### config.mk
export PLATFORM = sky130hd
export DESIGN_NAME = ccff_chain_loader
export DESIGN_NICKNAME = d
export VERILOG_FILES = /design/src/rtl/ccff_chain_loader.sv
export SDC_FILE = /design/constraint.sdc
export NUM_CORES = 1
export LEC_CHECK = 0
export CORE_AREA = 2 2 57 59
export DETAILED_ROUTE_END_ITERATION = 10
export DIE_AREA = 0 0 59 61
export GPL_TIMING_DRIVEN = 0
export HOLD_SLACK_MARGIN = 0.15
export PLACE_DENSITY_LB_ADDON = 0.1
export SLEW_MARGIN = 20
export SYNTH_ARGS = -nofsm -noshare
export SYNTH_HDL_FRONTEND = slang
export SYNTH_SLANG_ARGS = --single-unit
### constraint.sdc
create_clock -name prog_clk -period 3.8 [get_ports prog_clk]
set_input_delay 1.14 -clock prog_clk [delete_from_list [all_inputs] [get_ports prog_clk]]
set_output_delay 1.14 -clock prog_clk [all_outputs]
set_load 0.02 [all_outputs]
### src/rtl/ccff_chain_loader.sv
// ---------------------------------------------------------------------------
// ccff_chain_loader
//
// Purpose:
//   Loads a configuration flip-flop chain from a stream of bitstream words.
//   Each load serialises exactly CHAIN_LEN bits, MSB first, onto ccff_head.
//   ccff_shift_en marks every cycle in which the chain advances; the top level
//   uses it to gate prog_clk. While loading, the loader also counts the ones
//   returned on ccff_tail, so the configuration that was in the chain before
//   the load can be checked.
//
// Parameters:
//   WORD_W     input word width (>= 2)
//   CHAIN_LEN  number of chain bits loaded per load (>= 1)
//   CNT_W      width of bit_count / tail_ones
//
// Ports:
//   prog_clk       clock; everything is on its rising edge
//   prog_reset     synchronous active-high reset
//   start          one-cycle load request (honoured in IDLE and DONE)
//   in_data        bitstream word; bit [WORD_W-1] is shifted first
//   in_valid       in_data is valid
//   in_ready       a word is accepted this cycle when in_valid is also 1
//   ccff_head      serial bit to the chain head
//   ccff_shift_en  the chain advances on this cycle's rising edge
//   ccff_tail      serial bit returned from the chain end
//   busy           a load is in progress
//   done           the last load completed; held until start or reset
//   bit_count      bits shifted in the current or last load
//   tail_ones      ones seen on ccff_tail during shift cycles
// ---------------------------------------------------------------------------
module ccff_chain_loader #(
  parameter int WORD_W    = 8,
  parameter int CHAIN_LEN = 24,
  parameter int CNT_W     = $clog2(CHAIN_LEN + 1)
) (
  input  logic              prog_clk,
  input  logic              prog_reset,
  input  logic              start,
  input  logic [WORD_W-1:0] in_data,
  input  logic              in_valid,
  output logic              in_ready,
  output logic              ccff_head,
  output logic              ccff_shift_en,
  input  logic              ccff_tail,
  output logic              busy,
  output logic              done,
  output logic [CNT_W-1:0]  bit_count,
  output logic [CNT_W-1:0]  tail_ones
);

  // Words per load, and the number of bits used from the final word.
  localparam int NW        = (CHAIN_LEN + WORD_W - 1) / WORD_W;
  localparam int LAST_BITS = CHAIN_LEN - (NW - 1) * WORD_W;
  localparam int SC_W      = $clog2(WORD_W + 1);
  localparam int WA_W      = $clog2(NW + 1);

  localparam logic [SC_W-1:0]  SC_FULL   = SC_W'(WORD_W);
  localparam logic [SC_W-1:0]  SC_LAST   = SC_W'(LAST_BITS);
  localparam logic [SC_W-1:0]  SC_ONE    = SC_W'(1);
  localparam logic [SC_W-1:0]  SC_ZERO   = '0;
  localparam logic [WA_W-1:0]  WA_NW     = WA_W'(NW);
  localparam logic [WA_W-1:0]  WA_ONE    = WA_W'(1);
  localparam logic [CNT_W-1:0] CNT_ONE   = CNT_W'(1);
  localparam logic [CNT_W-1:0] CNT_FINAL = CNT_W'(CHAIN_LEN - 1);

  typedef enum logic [1:0] {
    S_IDLE  = 2'd0,
    S_SHIFT = 2'd1,
    S_DONE  = 2'd2
  } state_t;

  state_t            state_q,      state_d;
  logic [WORD_W-1:0] hold_q,       hold_d;
  logic              hold_full_q,  hold_full_d;
  logic [WORD_W-1:0] shreg_q,      shreg_d;
  logic [SC_W-1:0]   shreg_cnt_q,  shreg_cnt_d;
  logic [WA_W-1:0]   words_acc_q,  words_acc_d;
  logic [CNT_W-1:0]  bit_count_q,  bit_count_d;
  logic [CNT_W-1:0]  tail_ones_q,  tail_ones_d;

  logic              shift_en;
  logic              accept;
  logic              hold_to_shreg;
  logic              last_word;
  logic [WORD_W-1:0] last_mask;

  // Keeps only the MSBs of the final word that still belong to the chain; the
  // discarded LSBs are zeroed so ccff_head idles low after the last shift.
  genvar gi;
  generate
    for (gi = 0; gi < WORD_W; gi++) begin : g_last_mask
      assign last_mask[gi] = (gi >= WORD_W - LAST_BITS) ? 1'b1 : 1'b0;
    end
  endgenerate

  // All handshake/shift decodes come from flops only, so ccff_head and
  // ccff_shift_en never see a combinational path from an input.
  assign shift_en = (state_q == S_SHIFT) && (shreg_cnt_q != SC_ZERO);
  assign in_ready = (state_q == S_SHIFT) && !hold_full_q && (words_acc_q < WA_NW);
  assign accept   = in_valid && in_ready;

  // The hold refills the shift register either when it is empty or on the
  // very edge its last bit leaves, which keeps back-to-back words bubble-free.
  assign hold_to_shreg = (state_q == S_SHIFT) && hold_full_q &&
                         ((shreg_cnt_q == SC_ZERO) ||
                          ((shreg_cnt_q == SC_ONE) && shift_en));

  // The hold only ever contains the most recently accepted word, so it is the
  // final word exactly when all NW words have been accepted.
  assign last_word = (words_acc_q == WA_NW);

  always_comb begin
    state_d     = state_q;
    hold_d      = hold_q;
    hold_full_d = hold_full_q;
    shreg_d     = shreg_q;
    shreg_cnt_d = shreg_cnt_q;
    words_acc_d = words_acc_q;
    bit_count_d = bit_count_q;
    tail_ones_d = tail_ones_q;

    case (state_q)
      S_IDLE, S_DONE: begin
        if (start) begin
          state_d     = S_SHIFT;
          hold_d      = '0;
          hold_full_d = 1'b0;
          shreg_d     = '0;
          shreg_cnt_d = '0;
          words_acc_d = '0;
          bit_count_d = '0;
          tail_ones_d = '0;
        end
      end

      S_SHIFT: begin
        if (accept) begin
          hold_d      = in_data;
          hold_full_d = 1'b1;
          words_acc_d = words_acc_q + WA_ONE;
        end

        if (shift_en) begin
          shreg_d     = shreg_q << 1;
          shreg_cnt_d = shreg_cnt_q - SC_ONE;
          bit_count_d = bit_count_q + CNT_ONE;
          if (ccff_tail) begin
            tail_ones_d = tail_ones_q + CNT_ONE;
          end
          if (bit_count_q == CNT_FINAL) begin
            state_d = S_DONE;
          end
        end

        // A refill on a shift edge replaces the shifted value above.
        if (hold_to_shreg) begin
          hold_full_d = 1'b0;
          if (last_word) begin
            shreg_d     = hold_q & last_mask;
            shreg_cnt_d = SC_LAST;
          end else begin
            shreg_d     = hold_q;
            shreg_cnt_d = SC_FULL;
          end
        end
      end

      default: begin
        state_d = S_IDLE;
      end
    endcase
  end

  always_ff @(posedge prog_clk) begin
    if (prog_reset) begin
      state_q     <= S_IDLE;
      hold_q      <= '0;
      hold_full_q <= 1'b0;
      shreg_q     <= '0;
      shreg_cnt_q <= '0;
      words_acc_q <= '0;
      bit_count_q <= '0;
      tail_ones_q <= '0;
    end else begin
      state_q     <= state_d;
      hold_q      <= hold_d;
      hold_full_q <= hold_full_d;
      shreg_q     <= shreg_d;
      shreg_cnt_q <= shreg_cnt_d;
      words_acc_q <= words_acc_d;
      bit_count_q <= bit_count_d;
      tail_ones_q <= tail_ones_d;
    end
  end

  assign ccff_shift_en = shift_en;
  assign ccff_head     = shreg_q[WORD_W-1];
  assign busy          = (state_q == S_SHIFT);
  assign done          = (state_q == S_DONE);
  assign bit_count     = bit_count_q;
  assign tail_ones     = tail_ones_q;

endmodule

==> metrics <==
vias in the first global route=approximately 1400; Clock Tree Root=clkbuf_4; vias=1470; Worst EP required=2660 ps; CTS H-tree depth=2; Ys Warns=0; cell internal pwr=around 0.00056 W; clock skew=approximately 14 ps; CORE AREA=0.00295 mm^2; Mapped Area=0.00160 mm^2; leakage power=a little under 0.7 nW; CTS tree=done; layout cells sized above 1=~6.5%; clock sink count=35; I/O Buffers=27; DRT Pass-1 Iters=4; vias per inst=5.95; syn nets=199; area added between synthesis and finish=23.9%; most frequent cells in the layout=dfxtp_1, clkdlybuf4s50_1, nand3_1, nand2_1, a21oi_1; register area=701 um^2; Synth cell types=42; fillers=252; final net count=233; Primary FF master, synth=dfxtp_1; Max Transition Viols Final=0; Die Wd=59 um; largest net degree at the start of global routing=11; Sw Pwr=0.000196 W; Worst Path Max Fanout=6; crit path DAT=2330 ps; buffers inserted by post-CTS timing repair=0; initial DRC count=55; unrepaired setup endpoints after global routing=false; measured slew at the worst slew-check pin=roughly 650 ps; Power Density=381 mW/mm^2; GP Congestion=0.823; Final Setup Violations=0; CTS Buffer Depth=2; number of synthesized flops with an enable pin=0; post-cts resize count=0; placed inst area=about 0.0019 mm^2; setup TNS=0 ps; dpl cells=240; Die Footprint=0.00360 mm^2; Slew HR=56.7%; DRC viols=0; commonest non-fill, non-tap cell in the layout=dfxtp_1; Tcrit/Tclk final=between 90% and 100%; post-synthesis sequential area ratio=43.8%; Final Instance Area=between 0.0015 and 0.002 mm^2; Design Power=0.000755 W; Critical Path End Type=output port; die span in y=61 um; GRT overflow=0; endpoints failing hold=0; final worst path period need=3470 ps; HPWL after detailed placement=2690 um; Initial Utilization=between 50% and 60%; run status=complete, no violations; Worst-path clk slew=approximately 100 ps; async set-or-reset flop fraction in the synthesized netlist=0%; startpoint types=flip-flop; Net Sw Frac=between 20% and 30%; cts hold-fix bufs=0; fmax=0.288 GHz; Worst IR Drop VDD=259 uV; Top Ports=28; Non-Filler Instances=approximately 250; Ant. Diodes=0; first-pass GRT wire length=6220 um; Yosys reg bits=35; initial antenna violation count=0; max_cap viols=0; clock power share=between 30% and 40%; sequential share of power=between 50% and 60%; total wire length=around 3700 um; ANT nets after route=0; Syn Area/Cell=8.89 um^2; Clk Latency, worst-skew pair=330 ps; CTS buffer count=5; WL per Instance=between 15 and 20 um; combinational share of power=15.3%; multi-input logic area=860 um^2; Setup CP Type=flip-flop to output port; GR Util All Layers=a little under a quarter; Syn Inst Count=180; FP Rows=20; Hold Crit Class=flip-flop to flip-flop
## synthesized netlist by cell type, types with 3 or more instances
| library cell | number | area (um^2) |
|---|---|---|
| nor2_1 | 10 | 37.5 |
| nand2_1 | 15 | 56.3 |
| a21oi_1 | 12 | 60.1 |
| ha_1 | 6 | 75.1 |
| clkbuf_1 | 4 | 15.0 |
| o211ai_1 | 4 | 30.0 |
| o21ai_0 | 8 | 40.0 |
| nand3_1 | 21 | 105 |
| or3_1 | 4 | 25.0 |
| o21ai_1 | 8 | 40.0 |
| nand2b_1 | 11 | 68.8 |
| mux2i_1 | 3 | 30.0 |
| dfxtp_1 | 35 | 701 |
| inv_1 | 3 | 11.3 |
| o311ai_1 | 4 | 35.0 |
## state kept, by name, summed over array words and instances, names as in the netlist
register	flops
hold_q	8
shreg_q	8
state_q	2
bit_count	5
tail_ones	5
shreg_cnt_q	4
hold_full_q	1
words_acc_q	2
## cells by family (layout without fill, tap and decap cells)
kind of cell | after synthesis | in the layout | synth area share [%]
simple gates | 76 | 76 | 26.2
compound gates | 47 | 47 | 19.2
buf+inv | 10 | 44 | 2.50
mux | 4 | 4 | 2.58
flops | 35 | 35 | 43.8
xor+xnor | 2 | 2 | 1.09
fa+ha+maj | 6 | 6 | 4.69
## stage by stage
stage	util, %	hold slack, ps	worst slack [ps]
finish	67.2	469	330
floorplan	-	425	1450
detailed placement	64.7	448	725
global placement	64.7	439	760
global route	67.2	504	162
CTS	67.2	473	336
## power by group through the flow
stage | Sequential (W) | Clock (W) | Combinational (W)
3_3_place_gp | 0.000393 | 0 | 0.000111
4_1_cts | 0.000386 | 0.000261 | 0.000115
3_5_place_dp | 0.000394 | 0 | 0.000114
5_1_grt | 0.000387 | 0.000275 | 0.000126
6_report | 0.000386 | 0.000254 | 0.000116
2_1_floorplan | 0.000393 | 0 | 0.0000722
## worst paths after layout
check                           depth (start not counted)  slack (ps)                           to                         from
worst max-delay path                                    5         330                ccff_shift_en  shreg_cnt_q[0]$_SDFFE_PP0P_
worst min-delay path                                    2         470      shreg_q[3]$_SDFFE_PP0P_      shreg_q[3]$_SDFFE_PP0P_
worst max register to register                          6        1670  shreg_cnt_q[3]$_SDFFE_PP0P_  shreg_cnt_q[0]$_SDFFE_PP0P_
worst min register to register                          2         470      shreg_q[3]$_SDFFE_PP0P_      shreg_q[3]$_SDFFE_PP0P_
## critical path, stage by stage, from the launching register on
cell and delay, ps:
dfxtp_1 370, inv_1 100, ha_1 230, nor3b_1 520, nor2_1 180, clkdlybuf4s50_1 580
## cell type report
class	count	share of cell area, %
Sequential cell	35	35.3
Tap cell	33	2.08
Clock inverter	1	1.51
Timing Repair Buffer	27	13.6
Inverter	4	0.757
Multi-Input combinational cell	135	43.3
Buffer	6	1.26
Clock buffer	6	2.08
## routing by layer
metal / share of wire (%) / global-route usage (%)
met3: 4.6 / 6.40
met5: 0 / 0
met1: 45 / 27.7
met2: 50 / 39.0
met4: 0.80 / 9.42
No activity file was read; power rests on OpenSTA's default activity.
